## src/rtl/i2c_target_if.sv

```systemverilog
// -----------------------------------------------------------------------------
// i2c_target_if
//   Bundles the I2C pin-side and user-side signals of the i2c_target endpoint.
//   Signal names follow the original block's port list.
//
//   scl_in    SCL pin level (asynchronous to ref_clk)
//   sda_in    SDA pin level (asynchronous to ref_clk)
//   sda_oe    1 = pull SDA low, 0 = release (open drain)
//   rx_data   last byte written by the controller, valid with rx_valid
//   rx_valid  one-cycle pulse, rx_data updated in the same cycle
//   tx_data   byte to send on a read, sampled in the cycle tx_req is high
//   tx_req    one-cycle pulse requesting the next read byte
//   addressed high from own-address ACK until STOP / repeated START
//   rw        R/W bit of the current transaction (1 = read)
//
//   slave  : seen from the target block
//   master : seen from the pads / user logic / testbench
// -----------------------------------------------------------------------------
interface i2c_target_if;
    logic       scl_in;
    logic       sda_in;
    logic       sda_oe;
    logic [7:0] rx_data;
    logic       rx_valid;
    logic [7:0] tx_data;
    logic       tx_req;
    logic       addressed;
    logic       rw;

    modport slave (
        input  scl_in,
        input  sda_in,
        input  tx_data,
        output sda_oe,
        output rx_data,
        output rx_valid,
        output tx_req,
        output addressed,
        output rw
    );

    modport master (
        output scl_in,
        output sda_in,
        output tx_data,
        input  sda_oe,
        input  rx_data,
        input  rx_valid,
        input  tx_req,
        input  addressed,
        input  rw
    );
endinterface

```

## src/rtl/i2c_target.sv

```systemverilog
// -----------------------------------------------------------------------------
// i2c_target
//   I2C target (slave) endpoint. SCL/SDA are oversampled on ref_clk through a
//   SYNC_STAGES flip-flop synchronizer plus one edge-detect register. START and
//   STOP are recognised in every state. A 7-bit address match is ACKed; written
//   bytes are delivered on rx_data/rx_valid and read bytes are requested with
//   tx_req and shifted out MSB first. SDA is open drain: the block only pulls
//   low through sda_oe.
//
//   Parameters
//     DEV_ADDR     7-bit address this target answers to
//     SYNC_STAGES  synchronizer depth on scl_in/sda_in (>= 2)
//
//   Ports
//     ref_clk  system clock, at least 8x the SCL frequency
//     rst      synchronous, active-high reset
//     bus      i2c_target_if.slave (pins + user byte interface)
// -----------------------------------------------------------------------------
module i2c_target #(
    parameter logic [6:0]  DEV_ADDR    = 7'h50,
    parameter int unsigned SYNC_STAGES = 2
) (
    input  logic          ref_clk,
    input  logic          rst,
    i2c_target_if.slave   bus
);

    typedef enum logic [2:0] {
        ST_IDLE,
        ST_ADDR,
        ST_ADDR_ACK,
        ST_WRITE,
        ST_WRITE_ACK,
        ST_READ,
        ST_READ_ACK,
        ST_IGNORE
    } state_e;

    // ------------------------------------------------------------------
    // Input synchronizers and edge detection
    // ------------------------------------------------------------------
    logic [SYNC_STAGES-1:0] scl_sync_q;
    logic [SYNC_STAGES-1:0] sda_sync_q;
    logic                   scl_prev_q;
    logic                   sda_prev_q;

    logic scl_s;
    logic sda_s;
    logic scl_rise;
    logic scl_fall;
    logic start_det;
    logic stop_det;

    // Synchronizers reset to the idle bus level (both lines high).
    always_ff @(posedge ref_clk) begin
        if (rst) begin
            scl_sync_q <= '1;
            sda_sync_q <= '1;
            scl_prev_q <= 1'b1;
            sda_prev_q <= 1'b1;
        end else begin
            scl_sync_q <= {scl_sync_q[SYNC_STAGES-2:0], bus.scl_in};
            sda_sync_q <= {sda_sync_q[SYNC_STAGES-2:0], bus.sda_in};
            scl_prev_q <= scl_sync_q[SYNC_STAGES-1];
            sda_prev_q <= sda_sync_q[SYNC_STAGES-1];
        end
    end

    assign scl_s     = scl_sync_q[SYNC_STAGES-1];
    assign sda_s     = sda_sync_q[SYNC_STAGES-1];
    assign scl_rise  =  scl_s & ~scl_prev_q;
    assign scl_fall  = ~scl_s &  scl_prev_q;
    // SCL must be high on both samples so an SDA move is unambiguously framed.
    assign start_det =  scl_s & scl_prev_q &  sda_prev_q & ~sda_s;
    assign stop_det  =  scl_s & scl_prev_q & ~sda_prev_q &  sda_s;

    // ------------------------------------------------------------------
    // Protocol state
    // ------------------------------------------------------------------
    state_e     state_q,     state_d;
    logic [2:0] bit_cnt_q,   bit_cnt_d;
    logic [7:0] shift_q,     shift_d;
    logic       bit_seen_q,  bit_seen_d;
    logic       sda_oe_q,    sda_oe_d;
    logic [7:0] rx_data_q,   rx_data_d;
    logic       rx_valid_q,  rx_valid_d;
    logic       addressed_q, addressed_d;
    logic       rw_q,        rw_d;
    logic       mack_q,      mack_d;
    logic       tx_req_c;

    always_ff @(posedge ref_clk) begin
        if (rst) begin
            state_q     <= ST_IDLE;
            bit_cnt_q   <= '0;
            shift_q     <= '0;
            bit_seen_q  <= 1'b0;
            sda_oe_q    <= 1'b0;
            rx_data_q   <= '0;
            rx_valid_q  <= 1'b0;
            addressed_q <= 1'b0;
            rw_q        <= 1'b0;
            mack_q      <= 1'b1;
        end else begin
            state_q     <= state_d;
            bit_cnt_q   <= bit_cnt_d;
            shift_q     <= shift_d;
            bit_seen_q  <= bit_seen_d;
            sda_oe_q    <= sda_oe_d;
            rx_data_q   <= rx_data_d;
            rx_valid_q  <= rx_valid_d;
            addressed_q <= addressed_d;
            rw_q        <= rw_d;
            mack_q      <= mack_d;
        end
    end

    always_comb begin
        state_d     = state_q;
        bit_cnt_d   = bit_cnt_q;
        shift_d     = shift_q;
        bit_seen_d  = bit_seen_q;
        sda_oe_d    = sda_oe_q;
        rx_data_d   = rx_data_q;
        rx_valid_d  = 1'b0;
        addressed_d = addressed_q;
        rw_d        = rw_q;
        mack_d      = mack_q;
        tx_req_c    = 1'b0;

        if (start_det) begin
            state_d     = ST_ADDR;
            bit_cnt_d   = '0;
            bit_seen_d  = 1'b0;
            sda_oe_d    = 1'b0;
            addressed_d = 1'b0;
        end else if (stop_det) begin
            state_d     = ST_IDLE;
            bit_cnt_d   = '0;
            bit_seen_d  = 1'b0;
            sda_oe_d    = 1'b0;
            addressed_d = 1'b0;
        end else begin
            unique case (state_q)
                ST_IDLE: begin
                    sda_oe_d = 1'b0;
                end

                // The SCL fall that completes a START carries no data bit;
                // bit_seen_q makes only falls that follow a sampled rise count.
                ST_ADDR, ST_WRITE: begin
                    if (scl_rise) begin
                        shift_d    = {shift_q[6:0], sda_s};
                        bit_seen_d = 1'b1;
                    end else if (scl_fall && bit_seen_q) begin
                        bit_seen_d = 1'b0;
                        if (bit_cnt_q == 3'd7) begin
                            bit_cnt_d = '0;
                            if (state_q == ST_ADDR) begin
                                if (shift_q[7:1] == DEV_ADDR) begin
                                    state_d     = ST_ADDR_ACK;
                                    sda_oe_d    = 1'b1;
                                    rw_d        = shift_q[0];
                                    addressed_d = 1'b1;
                                end else begin
                                    state_d  = ST_IGNORE;
                                    sda_oe_d = 1'b0;
                                end
                            end else begin
                                state_d    = ST_WRITE_ACK;
                                rx_data_d  = shift_q;
                                rx_valid_d = 1'b1;
                                sda_oe_d   = 1'b1;
                            end
                        end else begin
                            bit_cnt_d = bit_cnt_q + 3'd1;
                        end
                    end
                end

                ST_ADDR_ACK: begin
                    if (scl_fall) begin
                        bit_cnt_d = '0;
                        if (rw_q) begin
                            state_d  = ST_READ;
                            tx_req_c = 1'b1;
                            shift_d  = bus.tx_data;
                            sda_oe_d = ~bus.tx_data[7];
                        end else begin
                            state_d  = ST_WRITE;
                            sda_oe_d = 1'b0;
                        end
                    end
                end

                ST_WRITE_ACK: begin
                    if (scl_fall) begin
                        state_d  = ST_WRITE;
                        sda_oe_d = 1'b0;
                    end
                end

                // shift_q[7] is the bit currently on the bus.
                ST_READ: begin
                    if (scl_fall) begin
                        if (bit_cnt_q == 3'd7) begin
                            bit_cnt_d = '0;
                            sda_oe_d  = 1'b0;
                            state_d   = ST_READ_ACK;
                        end else begin
                            bit_cnt_d = bit_cnt_q + 3'd1;
                            sda_oe_d  = ~shift_q[6];
                            shift_d   = {shift_q[6:0], 1'b0};
                        end
                    end
                end

                ST_READ_ACK: begin
                    if (scl_rise) begin
                        mack_d = sda_s;
                    end else if (scl_fall) begin
                        if (!mack_q) begin
                            state_d  = ST_READ;
                            tx_req_c = 1'b1;
                            shift_d  = bus.tx_data;
                            sda_oe_d = ~bus.tx_data[7];
                        end else begin
                            state_d  = ST_IGNORE;
                            sda_oe_d = 1'b0;
                        end
                    end
                end

                ST_IGNORE: begin
                    sda_oe_d = 1'b0;
                end

                default: begin
                    state_d  = ST_IDLE;
                    sda_oe_d = 1'b0;
                end
            endcase
        end
    end

    // tx_req is decoded combinationally so that tx_data is sampled in the very
    // cycle the request is visible; it is built from registered state only.
    assign bus.sda_oe    = sda_oe_q;
    assign bus.rx_data   = rx_data_q;
    assign bus.rx_valid  = rx_valid_q;
    assign bus.tx_req    = tx_req_c & ~rst;
    assign bus.addressed = addressed_q;
    assign bus.rw        = rw_q;

endmodule

```

## src/flat_wrapper.sv

```systemverilog
// flat-port wrapper written by rule: the top's interface ports become plain ports
module i2c_target_flat 
#(
    parameter logic [6:0]  DEV_ADDR    = 7'h50,
    parameter int unsigned SYNC_STAGES = 2
)
  (ref_clk, rst, bus_scl_in, bus_sda_in, bus_tx_data, bus_sda_oe, bus_rx_data, bus_rx_valid, bus_tx_req, bus_addressed, bus_rw);
  i2c_target_if bus_i ();
  input  logic ref_clk;
  input  logic rst;
  input wire logic [$bits(bus_i.scl_in)-1:0] bus_scl_in;
  input wire logic [$bits(bus_i.sda_in)-1:0] bus_sda_in;
  input wire logic [$bits(bus_i.tx_data)-1:0] bus_tx_data;
  output wire logic [$bits(bus_i.sda_oe)-1:0] bus_sda_oe;
  output wire logic [$bits(bus_i.rx_data)-1:0] bus_rx_data;
  output wire logic [$bits(bus_i.rx_valid)-1:0] bus_rx_valid;
  output wire logic [$bits(bus_i.tx_req)-1:0] bus_tx_req;
  output wire logic [$bits(bus_i.addressed)-1:0] bus_addressed;
  output wire logic [$bits(bus_i.rw)-1:0] bus_rw;
  assign bus_i.scl_in = bus_scl_in;
  assign bus_i.sda_in = bus_sda_in;
  assign bus_i.tx_data = bus_tx_data;
  assign bus_sda_oe = bus_i.sda_oe;
  assign bus_rx_data = bus_i.rx_data;
  assign bus_rx_valid = bus_i.rx_valid;
  assign bus_tx_req = bus_i.tx_req;
  assign bus_addressed = bus_i.addressed;
  assign bus_rw = bus_i.rw;
  i2c_target #(.DEV_ADDR(DEV_ADDR), .SYNC_STAGES(SYNC_STAGES)) u_core (.ref_clk(ref_clk), .rst(rst), .bus(bus_i));
endmodule
```

## config.mk

```make
export PLATFORM = sky130hd
export DESIGN_NAME = i2c_target_flat
export DESIGN_NICKNAME = d
export VERILOG_FILES = /design/src/rtl/i2c_target_if.sv /design/src/rtl/i2c_target.sv /design/src/flat_wrapper.sv
export SDC_FILE = /design/constraint.sdc
export NUM_CORES = 1
export LEC_CHECK = 0
export CORE_MARGIN = 2
export CORE_UTILIZATION = 25
export DETAILED_ROUTE_END_ITERATION = 7
export GPL_TIMING_DRIVEN = 0
export HOLD_SLACK_MARGIN = 0.06
export PLACE_DENSITY = 0.48
export REMOVE_ABC_BUFFERS = 1
export SYNTH_ARGS = -nofsm -noshare
export SYNTH_HDL_FRONTEND = slang
export SYNTH_SLANG_ARGS = --single-unit
```

## constraint.sdc

```tcl
create_clock -name ref_clk -period 1.9 [get_ports ref_clk]
set_input_delay 0.38 -clock ref_clk [delete_from_list [all_inputs] [get_ports ref_clk]]
set_output_delay 0.38 -clock ref_clk [all_outputs]
set_load 0.01 [all_outputs]
```

[After elaboration in Yosys (flattened, before gate mapping)]
Cells that the tools add are included.
W data, S select, Z words.
Word-level totals
  register bits: 34
  output and inout bits: 13
Operators by class
  add/subtract/negate cells: 1
  equality and inequality tests: 31
  muxes and demuxes: 56
  bitwise gates (word level): 22
  reductions and logical operators: 21
Operators by type and width (count)
  $mux W8: 8
  $mux W3: 17
  $pmux W8 S4: 1
  $ne A4 B1 Y1 const B: 7
  $mux W1: 25
  $reduce_and A10 Y1: 2
  $ne A2 B1 Y1 const B: 9
  $reduce_and A8 Y1: 2
  $eq A3 B3 Y1 const B: 5
  $pmux W3 S5: 1
  $not A1 Y1: 14
  $reduce_and A11 Y1: 1
  $pmux W3 S3: 1
  $and A1 B1 Y1: 8
  $ne A2 B2 Y1 const B: 4
  $ne A4 B4 Y1 const B: 2
  $eq A7 B7 Y1 const B: 1
  $reduce_and A7 Y1: 1
  $reduce_bool A7 Y1: 1
  $reduce_or A7 Y1: 1
  $eq A3 B2 Y1 const B: 2
  $pmux W1 S6: 1
  $reduce_and A6 Y1: 1
  $reduce_and A5 Y1: 1
  14 further kinds: 15

[Logic depth before layout (Yosys ltp)]
  depth in word-level cells: 9
  gate-level depth with buffers: 8
  gate-level depth less buffers: 7

[Worst setup path after synthesis]
OpenSTA, ideal clock, no wires.
  path kind: register to register
  start: register u_core.bit_cnt_q[0]
  end: register u_core.shift_q[0]
  arrival time: 1.643 ns
  required time: 1.784 ns
  setup slack: 0.140 ns
  cell stages (with the launch flop): 9
  buffers on the path: 1
  period minus slack after synthesis: 1.760 ns
  cell sequence: dfxtp_1 -> ha_1 -> ha_1 -> nor3b_1 -> o21ai_0 -> o221ai_2 -> buf_2 -> a21oi_1 -> a31o_2
On the way
  word-level cells in the longest chain between the ends: 3
RTL lines
  start: declaration: line i2c_target.sv:81  | logic [2:0] bit_cnt_q, bit_cnt_d;
  start signal: assignment: line i2c_target.sv:106  | bit_cnt_q <= bit_cnt_d;
  $eq A3 B3 Y1: line i2c_target.sv:206  | if (bit_cnt_q == 3'd7) begin
  $ne A2 B2 Y1 (no source line)
  $reduce_and A11 Y1 (no source line)
  end signal: assignment: line i2c_target.sv:107  | shift_q <= shift_d;
  end: declaration: line i2c_target.sv:82  | logic [7:0] shift_q, shift_d;
No other way between the ends.
A chain may end at the register's enable or synchronous reset.

[Final worst setup path]
  start: register u_core.bit_cnt_q[0]
  end: register u_core.state_q[1]
On the way
  word-level cells in the longest chain between the ends: 3
  elaborated cells between the ends (all ways): 4
  classes of those cells: eq/ne (3); reduce/logical (1)
RTL lines
  $eq A3 B3 Y1 *: line i2c_target.sv:157, i2c_target.sv:206
  $ne A2 B1 Y1 (no source line)
  $reduce_and A10 Y1 (no source line) *
  end signal: assignment: line i2c_target.sv:105  | state_q <= state_d;
  end: declaration: line i2c_target.sv:80  | state_e state_q, state_d;
Every way passes the cells marked *; elsewhere a longest branch is shown, timed or not.

==> impl_metrics.json <==
{
  "synth.mux.area_fraction_pct": 12.1,
  "rsz0062_at_grt": "false",
  "grt_max_degree": 28,
  "power_density_nw_per_um2": 1330,
  "nets": 234,
  "synth_top_family_by_area": "simple AND/OR/NAND/NOR gates",
  "diodes": 0,
  "yosys_warnings": 0,
  "slew_headroom_pct": 61.8,
  "core_sq_um": 6790,
  "outcome": "finished, final reports clean",
  "grt_pass1_vias": 1342,
  "firstDrtPassIters": 4,
  "hold_path.startpoint": "u_core.scl_sync_q[0]",
  "crit_arrival_ps": 2000,
  "synth-xor-area-share_pct": 0.501,
  "finalHoldViolCount": 0,
  "routedWlPerCell_microns": 14.1,
  "clock.fmax_mhz": 557,
  "ys_types": 49,
  "synth_edf_count": 0,
  "critPathMaxFanout": 7,
  "clkLatencyLatePin_ps": 290,
  "drv_slew": 0,
  "fp.dieW_microns": 87.6,
  "syn_area_sq_um": 1750,
  "gr-total-overflow": 0,
  "setup_tns_ps": 0,
  "drive_gt1_share_pct": 24.0,
  "multiInputGateArea_sq_um": 1060,
  "finClkSkew_ps": 5.02,
  "worstSetupStartpoint": "u_core.bit_cnt_q[0]",
  "yosysSeqAreaShare_pct": 39.0,
  "num-fill-cells": 712,
  "dieArea_sq_um": 7670,
  "syn2layout_area_growth_pct": 35.6,
  "finalSetupViolations": 0,
  "final_cell_mix": "dfxtp_1, nor2_1, clkdlybuf4s50_1",
  "crit_type": "reg2reg",
  "cts_made_buffers": 5,
  "synth-simple-area-share_pct": 21.5,
  "async_flop_share_pct": 0,
  "cts_tree": "done",
  "seq_area_sq_um": 693,
  "die_h_microns": 87.6,
  "setup.worst_path.end_class": "register",
  "ios": 25,
  "p_leak_nw": 0.813,
  "r2r-start": "u_core.bit_cnt_q[0]",
  "p_total_mw": 3.16,
  "syn_inst": 192,
  "synth_adder_area_share_pct": 1.43,
  "rows": 30,
  "fin_util_pct": 34.9,
  "synth_ff_type": "dfxtp_1",
  "drt-total-wl_microns": 4470,
  "place_congestion": 0.766,
  "antenna_found_initial": 0,
  "ant_nets": 0,
  "grt_pass1_wl_microns": 6800,
  "ir_drop_mv": 0.543,
  "ys_ff_latch": 34,
  "tightest_slew_ps": 572,
  "min_period_ps": 1790,
  "drv_cap": 0,
  "track_usage_pct": 11.4,
  "portBuffers": 24,
  "clkTransAtPathRegs_ps": 70,
  "viasPerCell": 4.77,
  "hp-class": "reg2reg",
  "cts_max_level": 2,
  "min_period_over_period_pct": 94.4,
  "avgSynthCellArea_sq_um": 9.10,
  "cts_root_buf": "clkbuf_8",
  "layout_commonest_cell": "dfxtp_1",
  "cp.required_ps": 2110,
  "drt_first_iter_violations": 98,
  "synth_compound_area_share_pct": 19.6,
  "drc": 0,
  "dp_hpwl_microns": 2720,
  "vias": 1512,
  "initial_core_util_pct": 25.7,
  "clockBufferDepth": 2,
  "cp-start-kind": "register",
  "clock-sinks": 34
}
==> sequential cells by signal, summed over array words and instances, names as in the netlist, 2 cells and up <==
register / flops
u_core.state_q: 3
u_core.sda_sync_q: 2
u_core.scl_sync_q: 2
u_core.bus.rx_data: 8
u_core.shift_q: 8
u_core.bit_cnt_q: 3
==> Yosys cell counts (2+ instances only) <==
cell | n | area, sq um
clkbuf_1 | 4 | 15.0
a311oi_1 | 6 | 52.6
buf_2 | 5 | 25.0
nor3_1 | 4 | 20.0
nor3b_1 | 2 | 15.0
nand2_1 | 8 | 30.0
or2_2 | 9 | 56.3
o221ai_1 | 2 | 17.5
nand3_1 | 3 | 15.0
a21oi_1 | 13 | 65.1
o21ai_0 | 9 | 45.0
nor4_1 | 2 | 12.5
buf_4 | 3 | 22.5
nand3b_1 | 2 | 15.0
nand2b_1 | 4 | 25.0
inv_1 | 5 | 18.8
mux2i_1 | 20 | 200
nor2_1 | 25 | 93.8
buf_6 | 2 | 22.5
ha_1 | 2 | 25.0
dfxtp_1 | 34 | 681
==> kinds of logic after synthesis <==
logic type	Yosys count
fa+ha+maj	2
buf+inv	19
flops	34
mux	21
compound gates	46
simple gates	69
xor+xnor	1
==> final timing paths <==
| check | endpoint | slack, ps | cells past startpoint |
|---|---|---|---|
| hold reg to reg | u_core.scl_sync_q[1] | 410 | 1 |
| setup reg to reg | u_core.state_q[1] | 110 | 8 |
| setup / recovery | u_core.state_q[1] | 110 | 8 |
| hold / removal | u_core.scl_sync_q[1] | 410 | 1 |
==> worst max-delay path: stages (launching register included) <==
cell	delay, ps
dfxtp_1	360
ha_1	200
ha_4	200
a21boi_0	180
o21ai_0	150
a31oi_2	290
buf_4	160
nor2_1	30
nor3_1	140
==> timing repair <==
item / in CTS / in global routing
setup buffers: 3 / 7
pin swaps: 3 / 3
endpoints found under the setup margin: 26 / 20
cloned: 0 / 1
resized for setup: 20 / 9
hold buffers: 0 / 0
==> routing by layer <==
| layer | global-route usage [%] | vias to the layer above | wire length [microns] |
|---|---|---|---|
| li1 | - | 757 | - |
| met2 | 16.2 | 40 | 2060 |
| met5 | 0 | - | 0 |
| met3 | 3.11 | 5 | 218 |
| met4 | 3.36 | 0 | 40 |
| met1 | 16.8 | 710 | 2160 |
==> stage by stage <==
| step | cell area (sq um) | hold slack (ps) | cells | worst slack, ps |
|---|---|---|---|---|
| final | 2370 | 411 | 317 | 106 |
| after global routing | 2370 | 427 | 317 | 3.21 |
| after CTS | 2240 | 412 | 309 | -17.9 |
| after detailed placement | 2020 | 394 | 298 | -851 |
| after global placement | 2020 | 393 | 298 | -883 |
| after floorplan | 1660 | 389 | 178 | 18.0 |
==> layout make-up <==
class	count	area share [%]
Clock buffer	6	3.49
Tap cell	96	5.07
Multi-Input combinational cell	140	44.6
Sequential cell	34	29.3
Timing Repair Buffer	34	14.2
Clock inverter	2	2.54
Inverter	5	0.792
==> where the power goes <==
| part | switching [mW] | leakage, nW | internal, mW |
|---|---|---|---|
| clock network | 0.280 | 0.0714 | 0.560 |
| logic | 0.735 | 0.463 | 0.637 |
| registers | 0.116 | 0.278 | 0.827 |
| total | 1.13 | 0.813 | 2.02 |
No activity file was read; power rests on OpenSTA's default activity.
